`src/rtl/writeback_stage.sv`:
```
`default_nettype none
// ============================================================================
// Module   : writeback_stage
// Purpose  : DLX WB stage - register-file write, late-load wait, retire count.
// Revision : 1.0
// ============================================================================
module writeback_stage #(
    parameter int LOAD_TIMEOUT = 16
) (
    input  logic        clock5,
    input  logic        reset5,
    input  logic        valid_in5,
    input  logic [31:0] inst_in5,
    input  logic [31:0] aluout_in5,
    input  logic [31:0] lmd_in5,
    input  logic        lmd_valid5,
    output logic        stall5,
    output logic        reg_write_en,
    output logic [4:0]  reg_add_out,
    output logic [31:0] reg_data_out,
    output logic [31:0] irout5,
    output logic        load_err,
    output logic [31:0] retire_cnt
);

    typedef enum logic [0:0] {
        S_IDLE      = 1'b0,
        S_WAIT_LOAD = 1'b1
    } state_t;

    localparam logic [7:0] C_TIMEOUT_LAST = 8'(LOAD_TIMEOUT - 1);

    state_t      state_q;
    logic [7:0]  tcnt_q;
    logic [4:0]  pend_dest_q;
    logic        we_q;
    logic [4:0]  add_q;
    logic [31:0] data_q;
    logic [31:0] ir_q;
    logic        err_q;
    logic [31:0] retire_cnt_q;

    logic        is_load_d;
    logic        is_alu_d;
    logic [4:0]  dest_d;

    always_comb begin
        is_load_d = 1'b0;
        is_alu_d  = 1'b0;
        dest_d    = inst_in5[20:16];
        case (inst_in5[31:26])
            6'b000010: is_load_d = 1'b1;
            6'b010000, 6'b010010, 6'b010100, 6'b010101, 6'b010110,
            6'b011010, 6'b011011, 6'b011100, 6'b011101, 6'b011110,
            6'b011111: is_alu_d = 1'b1;
            6'b110000: begin
                is_alu_d = 1'b1;
                dest_d   = inst_in5[15:11];
            end
            default: ;
        endcase
    end

    always_ff @(posedge clock5) begin
        if (reset5) begin
            state_q      <= S_IDLE;
            tcnt_q       <= 8'd0;
            pend_dest_q  <= 5'd0;
            we_q         <= 1'b0;
            add_q        <= 5'd0;
            data_q       <= 32'd0;
            ir_q         <= 32'd0;
            err_q        <= 1'b0;
            retire_cnt_q <= 32'd0;
        end else begin
            we_q <= 1'b0;
            case (state_q)
                S_IDLE: begin
                    if (valid_in5) begin
                        ir_q <= inst_in5;
                        if (is_load_d && !lmd_valid5) begin
                            pend_dest_q <= dest_d;
                            tcnt_q      <= 8'd0;
                            state_q     <= S_WAIT_LOAD;
                        end else begin
                            retire_cnt_q <= retire_cnt_q + 32'd1;
                            // r0 is hard-wired zero: retire without a strobe
                            if ((is_alu_d || is_load_d) && (dest_d != 5'd0)) begin
                                we_q   <= 1'b1;
                                add_q  <= dest_d;
                                data_q <= is_load_d ? lmd_in5 : aluout_in5;
                            end
                        end
                    end
                end
                S_WAIT_LOAD: begin
                    if (lmd_valid5) begin
                        retire_cnt_q <= retire_cnt_q + 32'd1;
                        if (pend_dest_q != 5'd0) begin
                            we_q   <= 1'b1;
                            add_q  <= pend_dest_q;
                            data_q <= lmd_in5;
                        end
                        state_q <= S_IDLE;
                    end else if (tcnt_q == C_TIMEOUT_LAST) begin
                        err_q   <= 1'b1;
                        state_q <= S_IDLE;
                    end else begin
                        tcnt_q <= tcnt_q + 8'd1;
                    end
                end
                default: state_q <= S_IDLE;
            endcase
        end
    end

    assign stall5       = (state_q == S_WAIT_LOAD);
    assign reg_write_en = we_q;
    assign reg_add_out  = add_q;
    assign reg_data_out = data_q;
    assign irout5       = ir_q;
    assign load_err     = err_q;
    assign retire_cnt   = retire_cnt_q;

endmodule
`default_nettype wire
```
`config.mk`:
```
export PLATFORM = sky130hd
export DESIGN_NAME = writeback_stage
export DESIGN_NICKNAME = d
export VERILOG_FILES = /design/src/rtl/writeback_stage.sv
export SDC_FILE = /design/constraint.sdc
export NUM_CORES = 1
export LEC_CHECK = 0
export ABC_AREA = 1
export BUFFER_PORTS_ARGS = -buffer_cell sky130_fd_sc_hd__buf_2
export CELL_PAD_IN_SITES_DETAIL_PLACEMENT = 1
export CELL_PAD_IN_SITES_GLOBAL_PLACEMENT = 2
export CORE_AREA = 3 3 148 150
export CTS_CLUSTER_DIAMETER = 100
export DETAILED_ROUTE_END_ITERATION = 7
export DIE_AREA = 0 0 151 153
export GPL_TIMING_DRIVEN = 0
export PLACE_DENSITY_LB_ADDON = 0.08
export SYNTH_ARGS = -nofsm -noshare
export SYNTH_HDL_FRONTEND = slang
export SYNTH_SLANG_ARGS = --single-unit
```
`constraint.sdc`:
```
create_clock -name clock5 -period 4 [get_ports clock5]
set_clock_uncertainty 0.2 [all_clocks]
set_input_delay 0.4 -clock clock5 [delete_from_list [all_inputs] [get_ports clock5]]
set_output_delay 0.4 -clock clock5 [all_outputs]
set_load 0.01 [all_outputs]
```
Word level (Yosys, flattened, before mapping)
Cells that the tools add are included.
{ "classes": {"n_addsub": 2, "n_eq_ne": 22, "muxes": 36, "n_bitwise": 2, "reduce_logical": 13} }
{ "ops": {"columns": ["op", "n"], "rows": [
  ["32-bit two-way mux", 9],
  ["32-bit case mux with 2 select lines", 2],
  ["6-bit by 5-bit equality test with 1-bit output, second input constant", 11],
  ["32-bit by 1-bit adder with 32-bit output, second input constant", 1],
  ["8-bit two-way mux", 4],
  ["5-bit two-way mux", 6],
  ["8-bit case mux with 2 select lines", 1],
  ["2-bit != test, second input constant", 7],
  ["12-bit OR reduction", 1],
  ["1-bit two-way mux", 11],
  ["5-bit case mux with 2 select lines", 1],
  ["5-bit nonzero test", 2],
  ["3-bit AND reduction", 3],
  ["8-bit by 1-bit adder with 8-bit output, second input constant", 1],
  ["8-bit by 4-bit equality test with 1-bit output, second input constant", 1],
  ["6-bit by 2-bit equality test with 1-bit output, second input constant", 1],
  ["6-bit equality test, second input constant", 1],
  ["5-bit AND reduction", 1],
  ["1-bit case mux with 2 select lines", 2],
  ["4-bit AND reduction", 1],
  ["1-bit logical AND", 2],
  ["2-bit by 1-bit != test with 1-bit output, second input constant", 1],
  ["1-bit NOT", 2],
  ["2-bit AND reduction", 1],
  ["other kinds (2)", 2]
]} }
{ "totals": {"reg_bits": 117, "in_bits": 100, "out_inout_bits": 104, "wordCells": 84} }

Depth between registers and ports, before layout
Gate-level depths: netlist (run 1).
{ "logic_depth": {"depth_word": 9, "depth_mapped": 12, "depth_no_buf": 11} }

Worst setup path after synthesis (run 1)
Ideal clock, no wire load.
{ "synth_path": {"path_kind": "flip-flop to flip-flop", "from": "register retire_cnt_q[0] (netlist: retire_cnt[0])", "to": "register retire_cnt_q[16] (netlist: retire_cnt[16])", "setup_time_ns": 0.070, "arrival_ns": 1.666, "path_slack_ns": 2.063, "stages_incl_launch_ff": 11, "synth_period_minus_slack_ns": 1.937, "path_cell_list": "dfxtp_1 ha_1 nand3_1 nor2_1 inv_1 nor2_1 inv_1 nor2_1 xor2_1 nand2_1 a21oi_1"} }
{ "synth_via": {"elab_chain_cells": 4, "word_cells_on_any_way": 5, "classes_between": "1 x add/sub; 4 x mux"} }
{ "synth_lines": {"columns": ["element", "line_no", "source"], "rows": [
  ["start, declared", "41", "logic [31:0] retire_cnt_q;"],
  ["start signal, assigned", "86", "retire_cnt_q <= retire_cnt_q + 32'd1;"],
  ["start signal, assigned", "98", "retire_cnt_q <= retire_cnt_q + 32'd1;"],
  ["32-bit by 1-bit adder with 32-bit output (*)", "86, 98", null],
  ["32-bit two-way mux", "81", "if (is_load_d && !lmd_valid5) begin"],
  ["32-bit two-way mux", "79", "if (valid_in5) begin"],
  ["32-bit case mux with 2 select lines (*)", "77", "case (state_q)"]
]} }
Mark *: on every way between the ends. The rest lies on a longest branch, timed or not. The select of a mux whose other input is x is not followed.
A chain may end at the register's enable or synchronous reset.

Final worst setup path (run 1)
{ "layout_path": {"from": "register retire_cnt_q[0] (netlist: retire_cnt[0])", "to": "register retire_cnt_q[18] (netlist: retire_cnt[18])"} }
The elaborated chain is that of the path after synthesis.

==> metrics, run 1 <==
count of cell types in the netlist=37; final period demand of the worst path=2.47 ns; total of cells resized after clock tree synthesis=0; Post-synth ARST share=0; worst setup path class=flop to flop; gate count after technology mapping=about 850; routed wire length=20700 um; Syn Nets=about 950; type of element launching the critical path=flop; fraction of the mapped netlist area in simple logic gates=0.289; drt drc=0; Max rail drop VDD=between 0.2 and 0.3 mV; headroom to the max-slew limit=0.599; min setup slack post-route=~1.5 ns; crit-path cells=ha_1 > nand3_1 > nor2_1 > inv_1 > nor2_1 > inv_1 > nor2_1 > nand4_1 > nor2_1 > nor2_1; Arrival @ worst endpoint=2.58 ns; warnings from Yosys=0; overall die width=151 um; sequential element share of the synthesized area=0.394; share of the synthesized area in compound gates (AO/OA/AOI/OAI)=0.136; final-layout fill cell count=~2700; via count of the first global-routing pass=6142; aggregate global routing overflow=0; layout cells sized above 1=0.287; power density normalized to cell area=415 nW/um^2; post-DR wirelength/cell=approximately 15 um; clock latency on the worst-skew pair=0.41 ns; number of nets with antenna violations after detailed routing=0; top cell type's share of synthesized area=0.394; die outline area=23100 sq um; number of register bits inferred by synthesis=117; Ports=around 200; number of failing setup endpoints in the final timing report=0; CTS Buffer Depth=2; number of synthesized flops with an enable pin=0; transition at the pin with the smallest max-transition slack=0.602 ns; multi-input gate area in the final layout=3060 sq um; maximum number of pins on one net before global-route repair=17; slowest library cell on the worst path=dfxtp_1; Starting Density=0.286; Post-Route Utilization=0.383; share of the synthesized netlist area taken by xor and xnor gates=0.0236; Largest stage delay, worst path=0.42 ns; global-route usage over all layers=0.178; height of the die=roughly 150 um; wire length of the first global-routing pass=32800 um; library cell with the largest summed area after synthesis=dfxtp_1; core region area=roughly 21000 sq um; highest fanout seen on the critical path=6; mean instance size in the synthesized netlist=between 7 and 8 sq um; total power draw=3.32 mW; post-place setup slack=roughly 1.5 ns; class of the tightest hold or removal check=input pin to flop; WP data required=4.11 ns; CTS tree=done; Post-CTS Hold Fix Bufs=0; per-cell via count in the routed design=about 4.5; kind of capture point of the worst setup path=flop; result of the run=complete, no violations; unrepaired setup endpoints after global routing=no; achievable clock frequency=0.404 GHz; area of placed instances=about 7300 sq um; TritonCTS sink count=approximately 120; fin area=about 8000 sq um; vias post-DR=6125; cell types with the largest area share after synthesis=dfxtp_1 (39%), nand2_1 (11%), nor2_1 (8.7%); Final Hold Fails=0; count of input and output buffers=202; Row Count=53; area taken by flip-flops and latches=2340 sq um; dominant combinational cell family by area after synthesis=simple AND/OR/NAND/NOR gates; leakage power of the design=3.68 nW; Syn Std Cell Area=between 5000 and 6000 sq um; adder-cell area share of the yosys netlist=0.00421; mux share of post-synthesis cell area=0.0606; htree depth=4; first-pass iteration count of the detailed router=4; setup tns final=0 ns; final estimated routing congestion in global placement=0.791; layout overhead on the synthesized area=34.2%; 1st-iter DRT viols=167; number of buffers added by the clock tree synthesis step=17; ANT cells=0; max capacitance violation total=0; antenna violations before repair=0; CTS root buf=clkbuf_16; clock slew seen by the registers of the worst setup and hold paths=0.06 ns; Post-CTS Setup Repair Bufs=0; HPWL after detailed placement=approximately 16000 um; share of the cycle needed by the critical path after routing=0.619; Post-layout nets=1172; total count of max-transition violations in the final report=0; dominant synthesized flop cell=dfxtp_1; CP dominant cell by count=nor2_1
## through the flow
stage	hold slack [ns]	instances
4_1_cts	0.0227	1358
2_1_floorplan	0.243	849
3_5_place_dp	0.270	1326
6_report	0.0390	1358
5_1_grt	0.0432	1358
3_3_place_gp	0.257	1326
## registers in the layout, summed over array words and instances, names as in the netlist
| register | count |
|---|---|
| tcnt_q | 8 |
| reg_write_en | 1 |
| retire_cnt | 32 |
| pend_dest_q | 5 |
| reg_data_out | 32 |
| load_err | 1 |
| stall5 | 1 |
| reg_add_out | 5 |
| irout5 | 32 |
## where the power goes
group,total (mW),switching (mW),internal (mW)
Combinational,0.315,0.183,0.132
Sequential,1.23,0.0228,1.21
Clock,1.77,0.566,1.20
Total,3.32,0.772,2.54
## area by class of cell
class / count / share of cell area
Tap cell: 275 / 0.0431
Inverter: 85 / 0.0400
Clock inverter: 13 / 0.0284
Buffer: 44 / 0.0290
Sequential cell: 117 / 0.293
Timing Repair Buffer: 202 / 0.127
Multi-Input combinational cell: 603 / 0.383
Clock buffer: 19 / 0.0567
## worst max-delay path, delay by kind of cell (launching register included)
kind          cells  cell delay [ns]
buf+inv           2             0.20
simple gates      7             1.32
fa+ha+maj         1             0.22
flops             1             0.42
## layout by cell type, fill, tap and decap left out, types with 4 or more instances in the layout
cell type    n
buf_2      216
nand2_1    173
nor2_1     138
dfxtp_1    117
inv_1       82
a21oi_1     76
nand3_1     52
o21ai_0     43
mux2_2      32
nor3_1      24
clkbuf_1    21
clkbuf_16   17
xor2_1      11
a21oi_2     10
nand4_1      7
buf_6        6
a211oi_1     6
bufinv_16    6
xnor2_1      5
nand3b_1     4
## cell families after synthesis
family,Yosys count
adder cells (fa/ha/maj),2
buffers and inverters,129
flip-flops,117
AND/OR/NAND/NOR,409
AO/OA/AOI/OAI,144
XOR/XNOR,16
multiplexers,32
## Yosys cell counts, drive strengths merged (2+ instances only)
master,number
nand2,173
nor2,142
dfxtp,117
a21oi,86
inv,83
nand3,54
o21ai,46
mux2,32
nor3,25
buf,23
clkbuf,21
xor2,11
nand4,7
a211oi,6
xnor2,5
nand3b,4
a31oi,2
and3,2
clkinv,2
ha,2
## path summary, 6_finish.rpt
| check | startpoint | end | slack (ns) | depth (start not counted) |
|---|---|---|---|---|
| min | inst_in5[0] | irout5[0] | 0.04 | 3 |
| min reg2reg | tcnt_q[3] | tcnt_q[3] | 0.28 | 1 |
| max reg2reg | retire_cnt[0] | retire_cnt[18] | 1.53 | 10 |
| max | retire_cnt[0] | retire_cnt[18] | 1.53 | 10 |
## metal layers
metal | vias to the layer above | global-route usage | share of wire
li1 | 3186 | - | -
met1 | 2788 | 0.231 | 0.46
met2 | 130 | 0.303 | 0.48
met3 | 21 | 0.0356 | 0.050
met4 | 0 | 0.0427 | 0.012
met5 | - | 0 | 0
(Power assumes the default switching activity.)
==> inputs of run 2 (changes only) <==
--- a/config.mk
+++ b/config.mk
@@ -5,14 +5,14 @@
 export SDC_FILE = /design/constraint.sdc
 export NUM_CORES = 1
 export LEC_CHECK = 0
-export ABC_AREA = 1
+export ABC_AREA = 0
 export BUFFER_PORTS_ARGS = -buffer_cell sky130_fd_sc_hd__buf_2
 export CELL_PAD_IN_SITES_DETAIL_PLACEMENT = 1
 export CELL_PAD_IN_SITES_GLOBAL_PLACEMENT = 2
-export CORE_AREA = 3 3 148 150
+export CORE_AREA = 3 3 153 155
 export CTS_CLUSTER_DIAMETER = 100
 export DETAILED_ROUTE_END_ITERATION = 7
-export DIE_AREA = 0 0 151 153
+export DIE_AREA = 0 0 156 158
 export GPL_TIMING_DRIVEN = 0
 export PLACE_DENSITY_LB_ADDON = 0.08
 export SYNTH_ARGS = -nofsm -noshare
==> constraint.sdc (replaced) <==
create_clock -name clock5 -period 2.1 [get_ports clock5]
set_clock_uncertainty 0.2 [all_clocks]
set_input_delay 0.21 -clock clock5 [delete_from_list [all_inputs] [get_ports clock5]]
set_output_delay 0.21 -clock clock5 [all_outputs]
set_load 0.01 [all_outputs]
==> run 2 against run 1 <==
The flow now finishes with violations (negative setup slack); synthesized cell count is 26% lower; critical path depth is 4 lower; non-clock buffer count is 94 higher; register-to-register slack worse by 1.7 ns; worst setup slack worse by 1.7 ns; sequential power is 88% higher; hold slack worse by 0.023 ns; critical path type unchanged; critical endpoint is now retire_cnt[29].
==> metrics, run 2 <==
result of the run=complete, but fails checks; violations in the final reports=negative setup slack; total count of max-transition violations in the final report=0; unrepaired setup endpoints after global routing=yes; routed length on met1=around 9400 um; overall die width=156 um; height of the die=158 um; total power draw=between 5 and 6 mW; per-cell via count in the routed design=roughly 4.6; HPWL after detailed placement=about 15000 um; clock slew seen by the registers of the worst setup and hold paths=0.06 ns; leakage power of the design=4.12 nW; share of total power in sequential cells=0.389; maximum number of pins on one net before global-route repair=17; first-pass iteration count of the detailed router=4; Arrival @ worst endpoint=2.40 ns; Max rail drop VDD=0.498 mV; TritonCTS sink count=117; most numerous cell in the Yosys netlist=dfxtp_1; multi-input gate area in the final layout=3280 sq um; cell types with the largest area share after synthesis=dfxtp_1 (43%), mux2i_1 (8.2%), mux2_2 (7.6%); Post-synth ARST share=0; area of placed instances=between 6000 and 7000 sq um; ANT cells=0; min setup slack post-route=-0.164 ns; routed wire length=21200 um; CTS Buffer Depth=2; Final Hold Fails=0; clock share of power=0.495; global-route usage over all layers=0.168; WP data required=2.24 ns; aggregate global routing overflow=0; internal portion of total power=4.53 mW; count of cell types in the netlist=46; worst setup path class=flop to flop; cell total after placement=1109; CTS root buf=clkbuf_16; layout cells sized above 1=0.392; Starting Density=0.250; wire length of the first global-routing pass=between 30000 and 40000 um; number of synthesized flops with an enable pin=0; post-DR wirelength/cell=approximately 17 um; clock latency on the worst-skew pair=0.41 ns; Post-layout nets=1045; dominant synthesized flop cell=dfxtp_1; number of buffers added by the clock tree synthesis step=17; CTS tree=done; top cells by instance count after synthesis=dfxtp_1 (117), nand2_1 (82), nor2_1 (67); final period demand of the worst path=2.26 ns; layout overhead on the synthesized area=62.9%; die outline area=24600 sq um; Syn Std Cell Area=5480 sq um; share of the cycle needed by the critical path after routing=1.08; count of input and output buffers=203; number of register bits inferred by synthesis=about 120; antenna violations before repair=3; library cell with the largest summed area after synthesis=dfxtp_1; core region area=22000 sq um; headroom to the max-slew limit=0.602; transition at the pin with the smallest max-transition slack=0.597 ns; number of failing setup endpoints in the final timing report=50; number of nets with antenna violations after detailed routing=0; final-layout fill cell count=~2600; top cell type's share of synthesized area=0.427; max capacitance violation total=0; warnings from Yosys=0; met3 wire length=1160 um; sequential element share of the synthesized area=0.427; Row Count=54; most common cell after layout, fill and taps aside=buf_2; Layout Cells excl Fill=1235; class of the tightest hold or removal check=input pin to flop; vias post-DR=5695; Worst Hold Slack=0.0163 ns; fin area=just under 9000 sq um; htree depth=4; gate count after technology mapping=626; top routing layer used=met5; Ports=around 200; mean instance size in the synthesized netlist=8.76 sq um; achievable clock frequency=~0.44 GHz; highest fanout seen on the critical path=5; most used cells in the layout excluding fill and tap cells=buf_2 (205), dfxtp_1 (102), nand2_1 (80), dlygate4sd3_1 (73), nor2_1 (66); final estimated routing congestion in global placement=0.750; Syn Nets=roughly 730; drt drc=0; area taken by flip-flops and latches=2380 sq um; combinational share of power=0.117; via count of the first global-routing pass=6175; power density normalized to cell area=666 nW/um^2; kind of capture point of the worst setup path=flop; met2 layer wire length in the routed design=10400 um; net switching power of the design=around 1.4 mW; type of element launching the critical path=flop; 1st-iter DRT viols=169; share of total power consumed by net switching=0.238
-- run 2: changes by cell type in the layout (fill, tap and decap cells not counted), moves of 35 or more --
cell           delta
nand3_1          -43
mux2i_1          +39
dlygate4sd3_1    +73
nor2_1           -72
nand2_1          -93
nor2b_1          +35
inv_1            -73
-- run 2: cells by family (layout without fill, tap and decap cells) --
logic type                 Yosys count  count (layout)  share of synthesized area
DFF                                117             117                      0.427
AOI/OAI and AO/OA                   96              96                      0.105
adders and majority gates            2               2                    0.00456
muxes                               82              82                      0.158
xor gates and xnor gates            14              14                     0.0224
buffers and inverters               53             382                     0.0434
and+or+nand+nor                    262             262                      0.239
-- run 2: metal layers --
layer,track usage,vias to the layer above
li1,-,2807
met1,0.202,2726
met2,0.297,143
met4,0.0366,6
met3,0.0473,13
met5,0,-
-- run 2: path summary, 6_finish.rpt --
| kind | startpoint | end | slack, ns | cells after the start |
|---|---|---|---|---|
| worst max-delay path | retire_cnt[7] | retire_cnt[29] | -0.16 | 6 |
| worst min-delay path | aluout_in5[6] | reg_data_out[6] | 0.02 | 4 |
| worst max register to register | retire_cnt[7] | retire_cnt[29] | -0.16 | 6 |
| worst min register to register | irout5[1] | irout5[1] | 0.25 | 2 |
-- run 2: critical path, stage by stage, from the launching register on --
cell and delay (ns):
dfxtp_4 0.35, and4_4 0.24, nand4_4 0.12, or4_4 0.48
buf_6 0.16, or4_1 0.49, a21oi_1 0.14
-- run 2: stage by stage --
stage	TNS, ns	setup slack, ns	util
after floorplan	-3.09	-0.156	-
after global placement	-40.55	-0.651	0.315
after detailed placement	-45.32	-0.696	0.315
after CTS	-3.75	-0.158	0.393
after global routing	-6.41	-0.240	0.407
final	-3.10	-0.164	0.407
-- run 2: layout make-up --
| class | instances | area share |
|---|---|---|
| Inverter | 11 | 0.00463 |
| Sequential cell | 117 | 0.267 |
| Buffer | 39 | 0.0306 |
| Clock buffer | 23 | 0.0559 |
| Multi-Input combinational cell | 456 | 0.367 |
| Clock inverter | 8 | 0.0108 |
| Timing Repair Buffer | 301 | 0.225 |
| Tap cell | 280 | 0.0392 |
-- run 2: power groups by stage --
| stage | clock network (mW) | logic [mW] | registers [mW] |
|---|---|---|---|
| 2_1_floorplan | 0 | 0.228 | 2.39 |
| 3_3_place_gp | 0 | 0.513 | 2.36 |
| 3_5_place_dp | 0 | 0.526 | 2.36 |
| 4_1_cts | 3.03 | 0.675 | 2.31 |
| 5_1_grt | 3.15 | 0.760 | 2.32 |
| 6_report | 2.94 | 0.694 | 2.31 |
-- run 2: timing repair --
action                                  CTS  global route
hold buffers                             73             0
gates resized for setup                  61            62
endpoints found under the setup margin   93            62
hold endpoints to repair                 54             0
cloned                                    2             1
buffers inserted                         15             7
pin swaps                                 6            14
